==> config.mk <==
export PLATFORM = sky130hd
export DESIGN_NAME = spi_master_ctrl
export DESIGN_NICKNAME = d
export VERILOG_FILES = /design/src/rtl/spi_master_ctrl.sv
export SDC_FILE = /design/constraint.sdc
export NUM_CORES = 1
export LEC_CHECK = 0
export BUFFER_PORTS_ARGS = -buffer_cell sky130_fd_sc_hd__buf_2
export CORE_MARGIN = 8
export CORE_UTILIZATION = 57
export DETAILED_ROUTE_END_ITERATION = 7
export PLACE_DENSITY = 0.89
export RECOVER_POWER = 50
export REMOVE_ABC_BUFFERS = 1
export SLEW_MARGIN = 20
export SYNTH_ARGS = -nofsm -noshare
export SYNTH_HDL_FRONTEND = slang
export SYNTH_SLANG_ARGS = --single-unit
==> constraint.sdc <==
create_clock -name clk -period 2.55 [get_ports clk]
set_clock_uncertainty 0.1 [all_clocks]
set_input_delay 0.1275 -clock clk [delete_from_list [all_inputs] [get_ports clk]]
set_output_delay 0.1275 -clock clk [all_outputs]
set_load 0.03 [all_outputs]
==> src/rtl/spi_master_ctrl.sv <==
// SPI master transfer sequencer: one byte per accepted TX word, SCK/SS_n generation,
// MOSI shift-out and MISO capture, completion via rx_valid pulse and sticky spif.
module spi_master_ctrl #(
   parameter int DATA_W = 8,
   parameter int DIV_W  = 8
) (
   input  logic              clk,
   input  logic              rst,
   input  logic              spe,
   input  logic              mstr,
   input  logic              cpol,
   input  logic              cpha,
   input  logic              lsbfe,
   input  logic [DIV_W-1:0]  div,
   input  logic [DATA_W-1:0] tx_data,
   input  logic              tx_valid,
   output logic              tx_ready,
   output logic [DATA_W-1:0] rx_data,
   output logic              rx_valid,
   output logic              spif,
   input  logic              spif_clr,
   output logic              busy,
   output logic              sck,
   output logic              mosi,
   input  logic              miso,
   output logic              ss_n
);

   // TX handshake: a word moves when tx_valid and tx_ready are both high at a clk edge;
   // tx_ready is only offered in IDLE, never in the first cycle after reset.
   typedef enum logic [1:0] {IDLE, SETUP, XFER, DONE} state_t;

   localparam int EW = $clog2(2*DATA_W+1);

   state_t            state, state_d;
   logic [EW-1:0]     ecnt;
   logic [DIV_W-1:0]  cnt, div_l;
   logic              cpol_l, cpha_l, lsb_l;
   logic [DATA_W-1:0] tx_sh, rx_sh, rx_nxt, rx_data_q;
   logic              sck_q, mosi_q, rx_valid_q, spif_q, rst_q;
   logic              en, accept, abort, tick, edge_evt, leading, last_edge;
   logic              do_sample, do_shift;

   assign en        = spe & mstr;
   assign tx_ready  = (state == IDLE) & en & ~rst_q;
   assign accept    = tx_valid & tx_ready;
   assign abort     = (state != IDLE) & ~en;
   assign tick      = (state != IDLE) && (cnt == '0);
   assign edge_evt  = tick && (state == SETUP || state == XFER) && !abort;
   // ecnt counts edges already taken, so the edge about to happen is ecnt+1
   assign leading   = ~ecnt[0];
   assign last_edge = (ecnt == EW'(2*DATA_W-1));
   assign do_sample = edge_evt && (cpha_l ? !leading : leading);
   assign do_shift  = edge_evt && (cpha_l ? (leading && ecnt != '0) : (!leading && !last_edge));
   assign rx_nxt    = lsb_l ? {miso, rx_sh[DATA_W-1:1]} : {rx_sh[DATA_W-2:0], miso};

   always_ff @(posedge clk) begin
      if (rst) state <= IDLE;
      else     state <= state_d;
   end

   always_comb begin
      state_d = state;
      case (state)
         IDLE:    if (accept) state_d = SETUP;
         SETUP:   if (tick) state_d = XFER;
         XFER:    if (tick && last_edge) state_d = DONE;
         DONE:    if (tick) state_d = IDLE;
         default: state_d = IDLE;
      endcase
      if (abort) state_d = IDLE;
   end

   always_ff @(posedge clk) begin
      if (rst) begin
         rst_q      <= 1'b1;
         cnt        <= '0;
         ecnt       <= '0;
         div_l      <= '0;
         cpol_l     <= 1'b0;
         cpha_l     <= 1'b0;
         lsb_l      <= 1'b0;
         tx_sh      <= '0;
         rx_sh      <= '0;
         rx_data_q  <= '0;
         rx_valid_q <= 1'b0;
         spif_q     <= 1'b0;
         sck_q      <= 1'b0;
         mosi_q     <= 1'b0;
      end else begin
         rst_q      <= 1'b0;
         rx_valid_q <= 1'b0;
         if (spif_clr) spif_q <= 1'b0;
         if (accept) begin
            tx_sh  <= tx_data;
            rx_sh  <= '0;
            div_l  <= div;
            cnt    <= div;
            ecnt   <= '0;
            cpol_l <= cpol;
            cpha_l <= cpha;
            lsb_l  <= lsbfe;
            sck_q  <= cpol;
            mosi_q <= lsbfe ? tx_data[0] : tx_data[DATA_W-1];
         end else if (state == IDLE || abort) begin
            sck_q  <= cpol;
            mosi_q <= 1'b0;
         end else begin
            cnt <= tick ? div_l : cnt - DIV_W'(1);
            if (edge_evt) begin
               sck_q <= ~sck_q;
               ecnt  <= ecnt + EW'(1);
            end
            if (do_sample) rx_sh <= rx_nxt;
            if (do_shift) begin
               if (lsb_l) begin
                  tx_sh  <= tx_sh >> 1;
                  mosi_q <= tx_sh[1];
               end else begin
                  tx_sh  <= tx_sh << 1;
                  mosi_q <= tx_sh[DATA_W-2];
               end
            end
            // the final edge may itself carry the last sample (cpha=1)
            if (edge_evt && last_edge) begin
               rx_data_q  <= do_sample ? rx_nxt : rx_sh;
               rx_valid_q <= 1'b1;
               spif_q     <= 1'b1;
            end
            if (state == DONE && tick) begin
               mosi_q <= 1'b0;
               sck_q  <= cpol_l;
            end
         end
      end
   end

   assign rx_data  = rx_data_q;
   assign rx_valid = rx_valid_q;
   assign spif     = spif_q;
   assign sck      = sck_q;
   assign mosi     = mosi_q;
   assign ss_n     = (state == IDLE);
   assign busy     = (state != IDLE);

endmodule

# [Yosys cells after proc, flatten, opt, wreduce, memory -nomap -nowiden]
# Cells that the tools add are included.
[word_totals] in_bits=26 output_inout_bits=15 ff_bits=55
[classes] n_eq_ne=9 addsub=2 bitwise_logic=11 reduce_logical=28 mux=32
[op_table] operator="$mux W8" n=9
[op_table] operator="$mux W1" n=18
[op_table] operator="$logic_and A1 B1 Y1" n=10
[op_table] operator="$logic_not A8 Y1" n=1
[op_table] operator="$mux W2" n=4
[op_table] operator="$pmux W2 S4" n=1
[op_table] operator="$reduce_bool A4 Y1" n=2
[op_table] operator="$sub A8 B1 Y8 const B" n=1
[op_table] operator="$ne A2 B2 Y1 const B" n=3
[op_table] operator="$not A1 Y1" n=6
[op_table] operator="$add A5 B1 Y5 const B" n=1
[op_table] operator="$and A1 B1 Y1" n=5
[op_table] operator="$eq A5 B4 Y1 const B" n=1
[op_table] operator="$reduce_bool A5 Y1" n=1
[op_table] operator="$eq A2 B2 Y1 const B" n=2
[op_table] operator="$ne A2 B1 Y1 const B" n=2
[op_table] operator="$reduce_and A2 Y1" n=2
[op_table] operator="$reduce_and A4 Y1" n=1
[op_table] operator="$reduce_bool A2 Y1" n=2
[op_table] operator="$reduce_or A2 Y1" n=2
[op_table] operator="$reduce_and A3 Y1" n=1
[op_table] operator="$reduce_or A3 Y1" n=1
[op_table] operator="$eq A2 B1 Y1 const B" n=1
[op_table] operator="$logic_not A1 Y1" n=2
[op_table] operator="other kinds (2)" n=3

# [Logic depth before layout (Yosys ltp)]
# Gate-level depths: netlist of run 1.
[logic_depth] word_depth=10 mapped_depth=9

# [Least setup slack after synthesis of run 1]
# OpenSTA, ideal clock, no wires.
[synth_timing] path_type="reg-to-reg" from="register state[0]" to="register cnt[5]" t_arrival_ns=2.332 stages_incl_launch_ff=10 synth_period_minus_slack_ns=2.506 slack_ns=0.044 setup_ns=0.075 path_cell_list="dfxtp_1 inv_1 ha_1 buf_2 and4b_1 and2_1 clkbuf_1 clkbuf_1 a22oi_1 o22ai_1"
[synth_between] elab_chain_cells=5 word_cells_on_any_way=12
[synth_lines] item="start, declared" line_no="35" source="state_t state, state_d;"
[synth_lines] item="start signal, assigned" line_no="59" source="else state <= state_d;"
[synth_lines] item="$logic_not A2 Y1 *"
[synth_lines] item="net ss_n" line_no="26" source="output logic ss_n"
[synth_lines] item="$and A1 B1 Y1 * (2 in series)" line_no="45" source="assign tx_ready = (state == IDLE) & en & ~rst_q;"
[synth_lines] item="net tx_ready" line_no="17" source="output logic tx_ready,"
[synth_lines] item="$and A1 B1 Y1 *" line_no="46" source="assign accept = tx_valid & tx_ready;"
[synth_lines] item="$ne A2 B2 Y1 (no line) / $mux W8 (equally long branches)"
[synth_lines] item="end signal, assigned" line_no="98" source="cnt <= div;"
[synth_lines] item="end signal, assigned" line_no="109" source="cnt <= tick ? div_l : cnt - DIV_W'(1);"
[synth_lines] item="end, declared" line_no="37" source="logic [DIV_W-1:0] cnt, div_l;"
# Mark *: on every way through the listed nets, which the timed path passes. The rest lies on a longest branch. The select of a mux whose other input is x is not followed.
# A chain may end at the register's enable or synchronous reset.

# [Worst setup path after layout of run 1]
[layout_timing] from="register state[0]" to="register mosi_q, in the netlist mosi"
[layout_between] elab_chain_cells=6 word_cells_on_any_way=21
[layout_lines] item="$reduce_bool A2 Y1, or another cell as far along" line_no="47, 48"
[layout_lines] item="$logic_and A1 B1 Y1, or another cell as far along" line_no="48" source="assign tick = (state != IDLE) && (cnt == '0);"
[layout_lines] item="$logic_and A1 B1 Y1, or another cell as far along" line_no="130" source="if (state == DONE && tick) begin"
[layout_lines] item="$mux W1 / $logic_and A1 B1 Y1 (equally long branches)" line_no="130, 49"
[layout_lines] item="$mux W1 / $logic_and A1 B1 Y1 (equally long branches)" line_no="105, 54"
[layout_lines] item="$mux W1 / $reduce_bool A4 Y1 (equally long branches)"
[layout_lines] item="end signal, assigned" line_no="104" source="mosi_q <= lsbfe ? tx_data[0] : tx_data[DATA_W-1];"
[layout_lines] item="end signal, assigned" line_no="118" source="mosi_q <= tx_sh[1];"
[layout_lines] item="end signal, assigned" line_no="121" source="mosi_q <= tx_sh[DATA_W-2];"
[layout_lines] item="end, declared" line_no="40" source="logic sck_q, mosi_q, rx_valid_q, spif_q, rst_q;"
# Several ways; a longest one is shown, not always the timed one.

==> summary.md, run 1 <==
| Metric | Value |
|---|---|
| Status | finished with violations |
| Failing checks | max-capacitance violations, max-slew violations |
| Fillers | 409 |
| Final std cells w/o fill | between 400 and 500 |
| Post-synthesis sequential area ratio | 37.1% |
| Cell family contributing the most delay on the critical path | simple AND/OR/NAND/NOR gates |
| CTS resizes | 0 |
| Vias in the first global route | around 2,700 |
| N_diodes | 0 |
| Root Buffer | clkbuf_8 |
| Worst r2r src | state[0] |
| Die Height | 88.1 um |
| Clock latency on the worst-skew pair | 0.31 ns |
| # IOs | 41 |
| Synth async-reset ratio | 0% |
| VDD IR-drop max | between 0.5 and 0.6 mV |
| Area occupied by multi-input gates | ~1700 um^2 |
| FF-to-FF setup slack | 0.15 ns |
| DP Wirelength | approximately 5200 um |
| Max cap viols | 1 |
| Drt drc | 0 |
| Synth Area in Simple Gates | 26.5% |
| Initial antenna violation count | 0 |
| Clk buf depth | 2 |
| Synth Area in XOR/XNOR | 1.77% |
| Clock sinks | 55 |
| Synth Area in Compound Gates | between 10% and 20% |
| Worst-path maximum fanout | 23 |
| Hold_buf cts | 17 |
| Hold Fails Final Rpt | 0 |
| Setup TNS | 0 ns |
| Cells after Synth | 336 |
| Post-synthesis instance area | 2960 um^2 |
| Initial Utilization | between 50% and 60% |
| Finish-stage setup viols | 0 |
| Hold WC Path Type | in -> reg |
| Worst slew pin tran | 1.91 ns |
| Syn. warnings | 0 |
| Number of flops mapped to enable cells by yosys | 0 |
| Critical Path Sink Type | flop |
| Vias per inst | 5.98 |
| Worst-path clk slew | 0.10 ns |
| Final worst path period share | 94.0% |
| Post-synthesis mux area share | under 10% |
| IO buf count | 40 |
| Hold Startpoint | div[2] |
| Final Max Tran Viols | 50 |
| Worst setup path start | state[0] |
| CP startpoint kind | flop |
| DR pass1 iterations | 5 |
| First-pass GRT wire length | 12,400 um |
| WS Path Type | reg -> reg |
| Largest family of logic cells by synthesized area | simple AND/OR/NAND/NOR gates |
| Largest net degree at the start of global routing | 50 |
| Synth Area per Inst | 8.82 um^2 |
| Number of unique standard cell types used by synthesis | 63 |
| Area of the die | about 7800 um^2 |
| Min cycle time layout | 2.40 ns |
| Core Area | between 5000 and 6000 um^2 |
| Max_slew headroom | -27.6% |
| Die W | 88.1 um |
| Final WL | 7420 um |
| Final Net Count | 428 |
| Final hold slack | 0.00137 ns |
| Main synth FF type | dfxtp_1 |
| Via Count | 2,767 |
| Lkg Pwr | 1.26 nW |
| Post-layout util | 68.9% |
| Max Fclk | between 0.4 and 0.5 GHz |
| Setup WS pre-CTS | 0.211 ns |
| RSZ-0062 raised after global routing | false |
| DR WL/cell | ~16 um |
| Share of layout cells above drive strength 1 | 15.8% |
| Adder-cell share of the synthesized area | about 4.2% |
| Sequential Area | 1100 um^2 |
| WP data arrival | 2.41 ns |
| Post-CTS setup buffers | 0 |
| Crit-path max cell delay | about 0.53 ns |
| Placement row count | 26 |
| Data required time of the worst path | about 2.6 ns |
| GRT Total Usage | 19.8% |
| Worst path depth | 7 |
| Hold path cells | 3 |
| Critical-path top delay cell | or4b_1 |
| Final ANT Viol Nets | 0 |
| Worst r2r path cells | 7 |
| Gpl congestion | 0.884 |
| Overflow after GRT | 0 |
| Crit path cell chain | inv_1 > ha_1 > or4b_1 > nor4b_4 > buf_12 > o2111a_1 > a2111oi_2 |
| P per Cell Area | 690 nW/um^2 |
| Placed cells | between 400 and 500 |
| Area growth syn-to-layout | 18.0% |
| WP buf/inv | 2 |
| Final WS setup | ~0.15 ns |
| TritonCTS buffer count | 5 |
| CTS H-tree depth | 2 |
| Synth Register Bits | 55 |
| Initial DRC Count | 163 |
| CTS tree | yes |
## worst register-to-register path: cells and delay by family, from the launching register on
family,cells,cell delay (ns)
flip-flops,1,0.39
adder cells (fa/ha/maj),1,0.21
AND/OR/NAND/NOR,2,0.90
buffers and inverters,2,0.31
AO/OA/AOI/OAI,2,0.28
## per-layer routing
| layer | vias up | track usage [%] | wire, um |
|---|---|---|---|
| li1 | 1346 | - | - |
| met1 | 1319 | 23.6 | 3110 |
| met2 | 87 | 34.0 | 3730 |
| met3 | 15 | 4.22 | 458 |
| met4 | 0 | 7.22 | 127 |
| met5 | - | 0 | 0 |
## placed cells by master (no fill, tap or decap), drive strengths merged, types with 2 or more instances in the layout
master	n
nand4b	2
a21oi	26
o32ai	2
nor4b	3
and3	11
nor3	16
a311oi	2
a22oi	5
xor2	2
xnor2	4
or3	3
dfxtp	55
nand4	7
nor2	19
nor4	3
or4	3
nand2	39
and2	3
nand3	2
inv	11
ha	10
nand2b	6
buf	34
mux2i	17
a211o	2
mux2	3
o21ai	3
o22ai	4
nor3b	3
o211ai	7
nand3b	12
o31ai	10
dlygate4sd3	17
clkbuf	25
a31oi	4
## power breakdown
| group | internal (mW) | switching, mW |
|---|---|---|
| Combinational | 0.384 | 0.525 |
| Clock | 0.223 | 0.303 |
| Sequential | 0.914 | 0.0666 |
## per-stage QoR
| stage | power, mW | instance area [um^2] |
|---|---|---|
| floorplan | 1.60 | 2860 |
| global placement | 1.85 | 3260 |
| detailed placement | 1.88 | 3260 |
| CTS | 2.41 | 3530 |
| global route | 2.54 | 3500 |
| finish | 2.41 | 3500 |
## registers in the layout, summed over array words and instances, names as in the netlist
signal,cells
cnt,8
div_l,8
rx_data,8
rx_sh,8
tx_sh,8
ecnt,5
state,2
cpha_l,1
cpol_l,1
lsb_l,1
mosi,1
rst_q,1
rx_valid,1
sck,1
spif,1
## final timing paths
kind	end
worst max-delay path	mosi
worst min-delay path	div_l[2]
worst max register to register	mosi
worst min register to register	rx_data[2]
## layout make-up
class,instances,share of cell area [%]
multi-input combinational,249,49.1
inverter,11,1.18
sequential,55,31.5
tap,70,2.50
timing repair buffer,70,12.9
clock buffer,6,2.36
clock inverter,2,0.465
## synth_stat cells, types with 4 or more instances
cell type | instances | area, um^2
inv_1 | 11 | 41.3
o22ai_1 | 4 | 25.0
a22oi_1 | 5 | 37.5
nor3_1 | 15 | 75.1
xnor2_1 | 4 | 35.0
a21oi_1 | 23 | 115
dfxtp_1 | 55 | 1100
clkbuf_1 | 13 | 48.8
o31ai_1 | 8 | 60.1
nor2_1 | 18 | 67.6
nand3b_1 | 12 | 90.1
ha_1 | 10 | 125
a31oi_1 | 4 | 25.0
nand2b_1 | 6 | 37.5
nand4_1 | 6 | 37.5
mux2i_1 | 17 | 170
and3_1 | 11 | 68.8
nand2_1 | 39 | 146
o211ai_1 | 7 | 52.6
## logic make-up after synthesis
| family | count (synthesis) |
|---|---|
| flip-flops | 55 |
| multiplexers | 20 |
| buffers and inverters | 32 |
| XOR/XNOR | 6 |
| AO/OA/AOI/OAI | 77 |
| adder cells (fa/ha/maj) | 10 |
| AND/OR/NAND/NOR | 136 |
Power figures use the tool's default switching activity.
==> run 2, diff against run 1 <==
--- a/config.mk
+++ b/config.mk
@@ -6,8 +6,10 @@
 export NUM_CORES = 1
 export LEC_CHECK = 0
 export BUFFER_PORTS_ARGS = -buffer_cell sky130_fd_sc_hd__buf_2
+export CELL_PAD_IN_SITES_DETAIL_PLACEMENT = 0
+export CELL_PAD_IN_SITES_GLOBAL_PLACEMENT = 1
 export CORE_MARGIN = 8
-export CORE_UTILIZATION = 57
+export CORE_UTILIZATION = 43
 export DETAILED_ROUTE_END_ITERATION = 7
 export PLACE_DENSITY = 0.89
 export RECOVER_POWER = 50
==> run 2 against run 1 <==
Effect of this change: the flow now finishes without violations; sequential power down 0.9%; cell area up 2.3%; sequential cell count unchanged.
==> summary.md, run 2 (synthesis results as in run 1) <==
| Metric | Value |
|---|---|
| Status | completed |
| Core Area | 6720 um^2 (+32%) |
| Initial DRC Count | 137 (-16%) |
| Data required time of the worst path | 2.69 ns (+0.13 ns) |
| Final WL | 7450 um (+0.47%) |
| CP startpoint kind | flop |
| Area growth syn-to-layout | 20.7% |
| Clock latency on the worst-skew pair | 0.32 ns (about the same) |
| RSZ-0062 raised after global routing | false |
| Clock sinks | 55 (unchanged) |
| Commonest non-fill, non-tap cell in the layout | dfxtp_1 |
| Max cap viols | 0 (-1) |
| DR pass1 iterations | 4 (-1) |
| Finish-stage setup viols | 0 (unchanged) |
| Max_slew headroom | 22.2% (+50 points) |
| Design area | 3580 um^2 (+2.3%) |
| Vias in the first global route | 2,597 (-4.4%) |
| Final worst path period share | 94.6% (+0.63 points) |
| Placement row count | 30 (+15%) |
| Clk buf depth | 2 (unchanged) |
| Die W | 99.0 um (+12%) |
| Worst slew pin tran | 1.17 ns (-0.746 ns) |
| Root Buffer | clkbuf_8 |
| CTS tree | yes |
| Share of layout cells above drive strength 1 | 17.2% (+1.4 points) |
| Max Fclk | 0.415 GHz (-0.67%) |
| Commonest non-fill, non-tap cells in the layout | 55 x dfxtp_1, 39 x nand2_1, 24 x buf_2 |
| Via Count | 2,677 (-3.3%) |
| DP Wirelength | 5380 um (+4.4%) |
| N_diodes | 0 (unchanged) |
| Crit-path max cell delay | 0.51 ns (-0.02 ns) |
| VDD IR-drop max | 0.404 mV (-26%) |
| Lkg Pwr | 1.30 nW (+3.4%) |
| Critical Path Sink Type | flop |
| Worst-path clk slew | 0.11 ns (about the same) |
| Final WS setup | 0.138 ns (-0.0161 ns) |
| Gpl congestion | 0.850 (-3.9%) |
| Hold Startpoint | tx_data[0] |
| GRT Total Usage | 15.1% (-4.7 points) |
| Overflow after GRT | 0 (unchanged) |
| Area after DPL | 3310 um^2 (+1.8%) |
| Vias per inst | 5.57 (-6.9%) |
| Area of the die | 9810 um^2 (+26%) |
| Hold Fails Final Rpt | 0 (unchanged) |
| Min cycle time layout | 2.41 ns (+0.0162 ns) |
| CTS H-tree depth | 2 (unchanged) |
| WP data arrival | 2.55 ns (+0.14 ns) |
| Crit path cell chain | inv_1 > ha_1 > buf_4 > nor4b_2 > nand4b_1 > or4_1 > a311oi_1 |
| Final ANT Viol Nets | 0 (unchanged) |
| Final Max Tran Viols | 0 (-100%) |
| IO buf count | 40 (unchanged) |
| P per Cell Area | 680 nW/um^2 (-1.6%) |
| Setup WS pre-CTS | 0.0963 ns (-0.114 ns) |
| Die Height | 99.0 um (+12%) |
| # IOs | 41 (unchanged) |
| Initial Utilization | 44.1% (-14 points) |
| Drt drc | 0 (unchanged) |
| Post-CTS setup buffers | 0 (unchanged) |
| Initial antenna violation count | 0 (unchanged) |
| Worst-path maximum fanout | 11 (-52%) |
| Worst setup path start | state[0] |
| Final Net Count | 436 (+1.9%) |
| First-pass GRT wire length | 12,300 um (-0.72%) |
| WS Path Type | reg -> reg |
| Hold WC Path Type | in -> reg |
| DR WL/cell | 15.5 um (-3.3%) |
| TritonCTS buffer count | 5 (unchanged) |
| Critical-path top delay cell | or4_1 |
| Largest net degree at the start of global routing | 29 (-42%) |
| Worst r2r src | state[0] |
[run 2: area by class of cell]
class / instances / area (um^2)
Fill cell: 620 / 3140
Multi-Input combinational cell: 249 / 1720
Sequential cell: 55 / 1100
Timing Repair Buffer: 78 / 519
Tap cell: 80 / 100
Clock buffer: 5 / 68.8
Inverter: 11 / 41.3
Clock inverter: 3 / 27.5
[run 2: repair_timing]
item                                    in CTS  in global routing
gates resized for setup                      0                  2
endpoints found under the setup margin       0                  7
hold buffers                                19                  0
endpoints found under the hold margin       21                  0
[run 2: final timing paths]
kind / slack [ns] / cells past startpoint / end
setup reg to reg: 0.14 / 7 / tx_sh[7]
hold / removal: 0.03 / 3 / tx_sh[0]
setup / recovery: 0.14 / 7 / tx_sh[7]
hold reg to reg: 0.36 / 2 / rx_data[2]
[run 2: routing by layer]
layer	share of wire (%)	global-route usage, %	up-vias
li1	-	-	1365
met1	47	18.9	1242
met2	47	25.2	63
met3	4.9	3.31	7
met4	1.1	4.25	0
met5	0	0	-
[run 2: report_power, final]
group	switching, mW	total (mW)	internal, mW
Clock	0.311	0.513	0.202
Combinational	0.545	0.947	0.403
Sequential	0.0572	0.972	0.914
[run 2: through the flow]
stage / utilization [%] / hold WS, ns / setup TNS, ns / instances / power, mW
6_report: 53.3 / 0.0271 / 0 / 481 / 2.43
5_1_grt: 53.3 / 0.0125 / 0 / 481 / 2.57
4_1_cts: 53.6 / 0.0191 / 0 / 481 / 2.45
3_5_place_dp: 49.3 / 0.287 / 0 / 454 / 1.91
3_3_place_gp: 49.3 / 0.282 / 0 / 454 / 1.88
2_1_floorplan: - / 0.0552 / -7.10 / 315 / 1.60
[run 2: critical path: cells and delay by family, from the launching register on]
| kind | cells | cell delay, ns |
|---|---|---|
| AOI/OAI and AO/OA | 1 | 0.25 |
| buffers and inverters | 2 | 0.29 |
| and+or+nand+nor | 3 | 1.05 |
| DFF | 1 | 0.40 |
| adders and majority gates | 1 | 0.24 |
==> run 3, diff against run 2 <==
==> constraint.sdc (replaced) <==
create_clock -name clk -period 2.3 [get_ports clk]
set_clock_uncertainty 0.1 [all_clocks]
set_input_delay 0.115 -clock clk [delete_from_list [all_inputs] [get_ports clk]]
set_output_delay 0.115 -clock clk [all_outputs]
set_load 0.03 [all_outputs]
==> run 3 against run 2 <==
Effect of this change: fmax is 5.8% higher; register-to-register slack got worse by 0.12 ns; worst hold slack better by 0.13 ns; sequential power grew 9%; sequential cell count unchanged; non-clock buffer count is 17 higher; via count up 2.0%; critical endpoint is now mosi; largest cell class unchanged; largest power group is now combinational logic.
==> summary.md, run 3 (synthesis results as in run 1) <==
| Metric | Value |
|---|---|
| Status | completed |
| Clk buf depth | 2 (unchanged) |
| Final ANT Viol Nets | 0 (unchanged) |
| Area growth syn-to-layout | 28.3% |
| CTS H-tree depth | 2 (unchanged) |
| Initial Utilization | 44.1% (unchanged) |
| Initial antenna violation count | 0 (unchanged) |
| VDD IR-drop max | 0.428 mV (+5.9%) |
| Setup TNS | 0 ns (unchanged) |
| Design area | 3800 um^2 (+6.3%) |
| N_diodes | 0 (unchanged) |
| Core Area | 6720 um^2 (unchanged) |
| Min cycle time layout | 2.28 ns (-0.132 ns) |
| Drt drc | 0 (unchanged) |
| Fillers | 599 (-3.4%) |
| DR pass1 iterations | 4 (unchanged) |
| Area after DPL | 3410 um^2 (+2.9%) |
| Hold WC Path Type | in -> reg |
| Hold Fails Final Rpt | 0 (unchanged) |
| Area occupied by multi-input gates | 1760 um^2 (+2.1%) |
| Final WL | 7620 um (+2.3%) |
| # IOs | 41 (unchanged) |
| Critical-path top delay cell | or4b_4 |
| Via Count | 2,731 (+2.0%) |
| Share of layout cells above drive strength 1 | 23.0% (+5.8 points) |
| Commonest non-fill, non-tap cells in the layout | 52 x dfxtp_1, 39 x nand2_1, 28 x buf_4 |
| Worst setup path start | state[0] |
| Root Buffer | clkbuf_8 |
| GRT Total Usage | 15.3% (+0.22 points) |
| CP Capture Point | mosi |
| Placement row count | 30 (unchanged) |
| CTS tree | yes |
| Die Height | 99.0 um (unchanged) |
| Crit-path max cell delay | 0.55 ns (+0.04 ns) |
| Max Fclk | 0.438 GHz (+5.8%) |
| WP buf/inv | 3 (+1) |
| IO buf count | 40 (unchanged) |
| Largest net degree at the start of global routing | 32 (+10%) |
| Worst r2r path cells | 8 (+1) |
| Crit path cell chain | inv_2 > ha_4 > or4b_4 > nor4b_4 > buf_6 > buf_12 > a21oi_2 > a2111oi_2 |
| FF-to-FF setup slack | 0.02 ns (-0.12 ns) |
| TritonCTS buffer count | 5 (unchanged) |
| Sequential Area | 1100 um^2 (+0.34%) |
| First-pass GRT wire length | 12,500 um (+1.5%) |
| Worst-path maximum fanout | 7 (-4) |
| DR WL/cell | 15.3 um (-1.2%) |
| Worst r2r src | state[0] |
| Vias in the first global route | 2,683 (+3.3%) |
| Lkg Pwr | 1.42 nW (+8.6%) |
| Worst-path clk slew | 0.11 ns (about the same) |
| Cell family contributing the most delay on the critical path | simple AND/OR/NAND/NOR gates |
| Gpl congestion | 0.861 (+1.3%) |
| Die W | 99.0 um (unchanged) |
| Final Max Tran Viols | 0 (unchanged) |
| Critical Path Sink Type | flop |
| WP data arrival | 2.41 ns (-0.14 ns) |
| WS Path Type | reg -> reg |
| Max_slew headroom | 63.5% (+41 points) |
| Clock latency on the worst-skew pair | 0.32 ns (about the same) |
| Initial DRC Count | 184 (+34%) |
| Worst slew pin tran | 0.547 ns (-0.621 ns) |
| CP startpoint kind | flop |
| Reg2reg end | mosi |
| Overflow after GRT | 0 (unchanged) |
| Clock sinks | 55 (unchanged) |
| Data required time of the worst path | 2.43 ns (-0.26 ns) |
| Vias per inst | 5.48 (-1.5%) |
| Commonest non-fill, non-tap cell in the layout | dfxtp_1 |
| Final Net Count | 453 (+3.9%) |
| Finish-stage setup viols | 0 (unchanged) |
| Final worst path period share | 99.2% (+4.6 points) |
| Area of the die | 9810 um^2 (unchanged) |
| P per Cell Area | 749 nW/um^2 (+10%) |
| Worst path depth | 8 (+1) |
| DP Wirelength | 5380 um (about the same) |
| Max cap viols | 0 (unchanged) |
run 3: cell types whose count changed in the layout (fill, tap and decap cells not counted), moves of 2 or more:
cell and delta:
inv_2 +3, nor4b_4 +2, nor4b_2 -2, dfxtp_1 -3
buf_4 +12, clkbuf_16 +2, inv_1 -4, dfxtp_2 +3
ha_1 -2
run 3: what timing repair did:
item	4_1_cts	5_1_grt
buffers inserted	0	3
gates resized for setup	0	16
hold buffers	19	1
setup endpoints to repair	0	22
hold endpoints to repair	22	1
run 3: cell type report:
class | count | area share (%)
Clock buffer | 5 | 1.81
Inverter | 11 | 1.15
Multi-Input combinational cell | 249 | 46.2
Timing Repair Buffer | 95 | 18.5
Sequential cell | 55 | 29.0
Tap cell | 80 | 2.63
Clock inverter | 3 | 0.724
run 3: through the flow:
stage / util [%] / power [mW] / setup WS, ns / hold slack (ns) / cells
after floorplan: - / 1.77 / -0.631 / 0.0427 / 315
after global placement: 50.7 / 2.15 / 0.125 / 0.270 / 465
after detailed placement: 50.7 / 2.17 / 0.0370 / 0.277 / 465
after CTS: 55.0 / 2.76 / 0.0162 / 0.000581 / 492
after global routing: 56.6 / 3.02 / -0.0346 / 0.187 / 498
final: 56.6 / 2.85 / 0.0193 / 0.154 / 498
run 3: how the worst min path moves through the flow:
stage,end,cells after the start,startpoint,slack [ns]
CTS,tx_sh[7],3,tx_data[7],0.0006
global placement,div_l[6],3,div[6],0.27
global route,lsb_l,2,rst,0.19
floorplan,rst_q,0,rst,0.04
finish,cpol_l,2,rst,0.15
detailed placement,div_l[7],3,div[7],0.28
run 3: power by group:
group	internal, mW	switching (mW)	leakage, nW
clock network	0.224	0.346	0.0463
logic	0.559	0.658	0.924
registers	1.02	0.0460	0.446
run 3: metal layers:
layer  routed length, um  global-route usage, %  part of all wire (%)
met4                 106                   4.60                   1.4
met5                   0                      0                     0
met1                3640                   19.3                    48
met2                3530                   25.4                    46
met3                 345                   3.10                   4.5
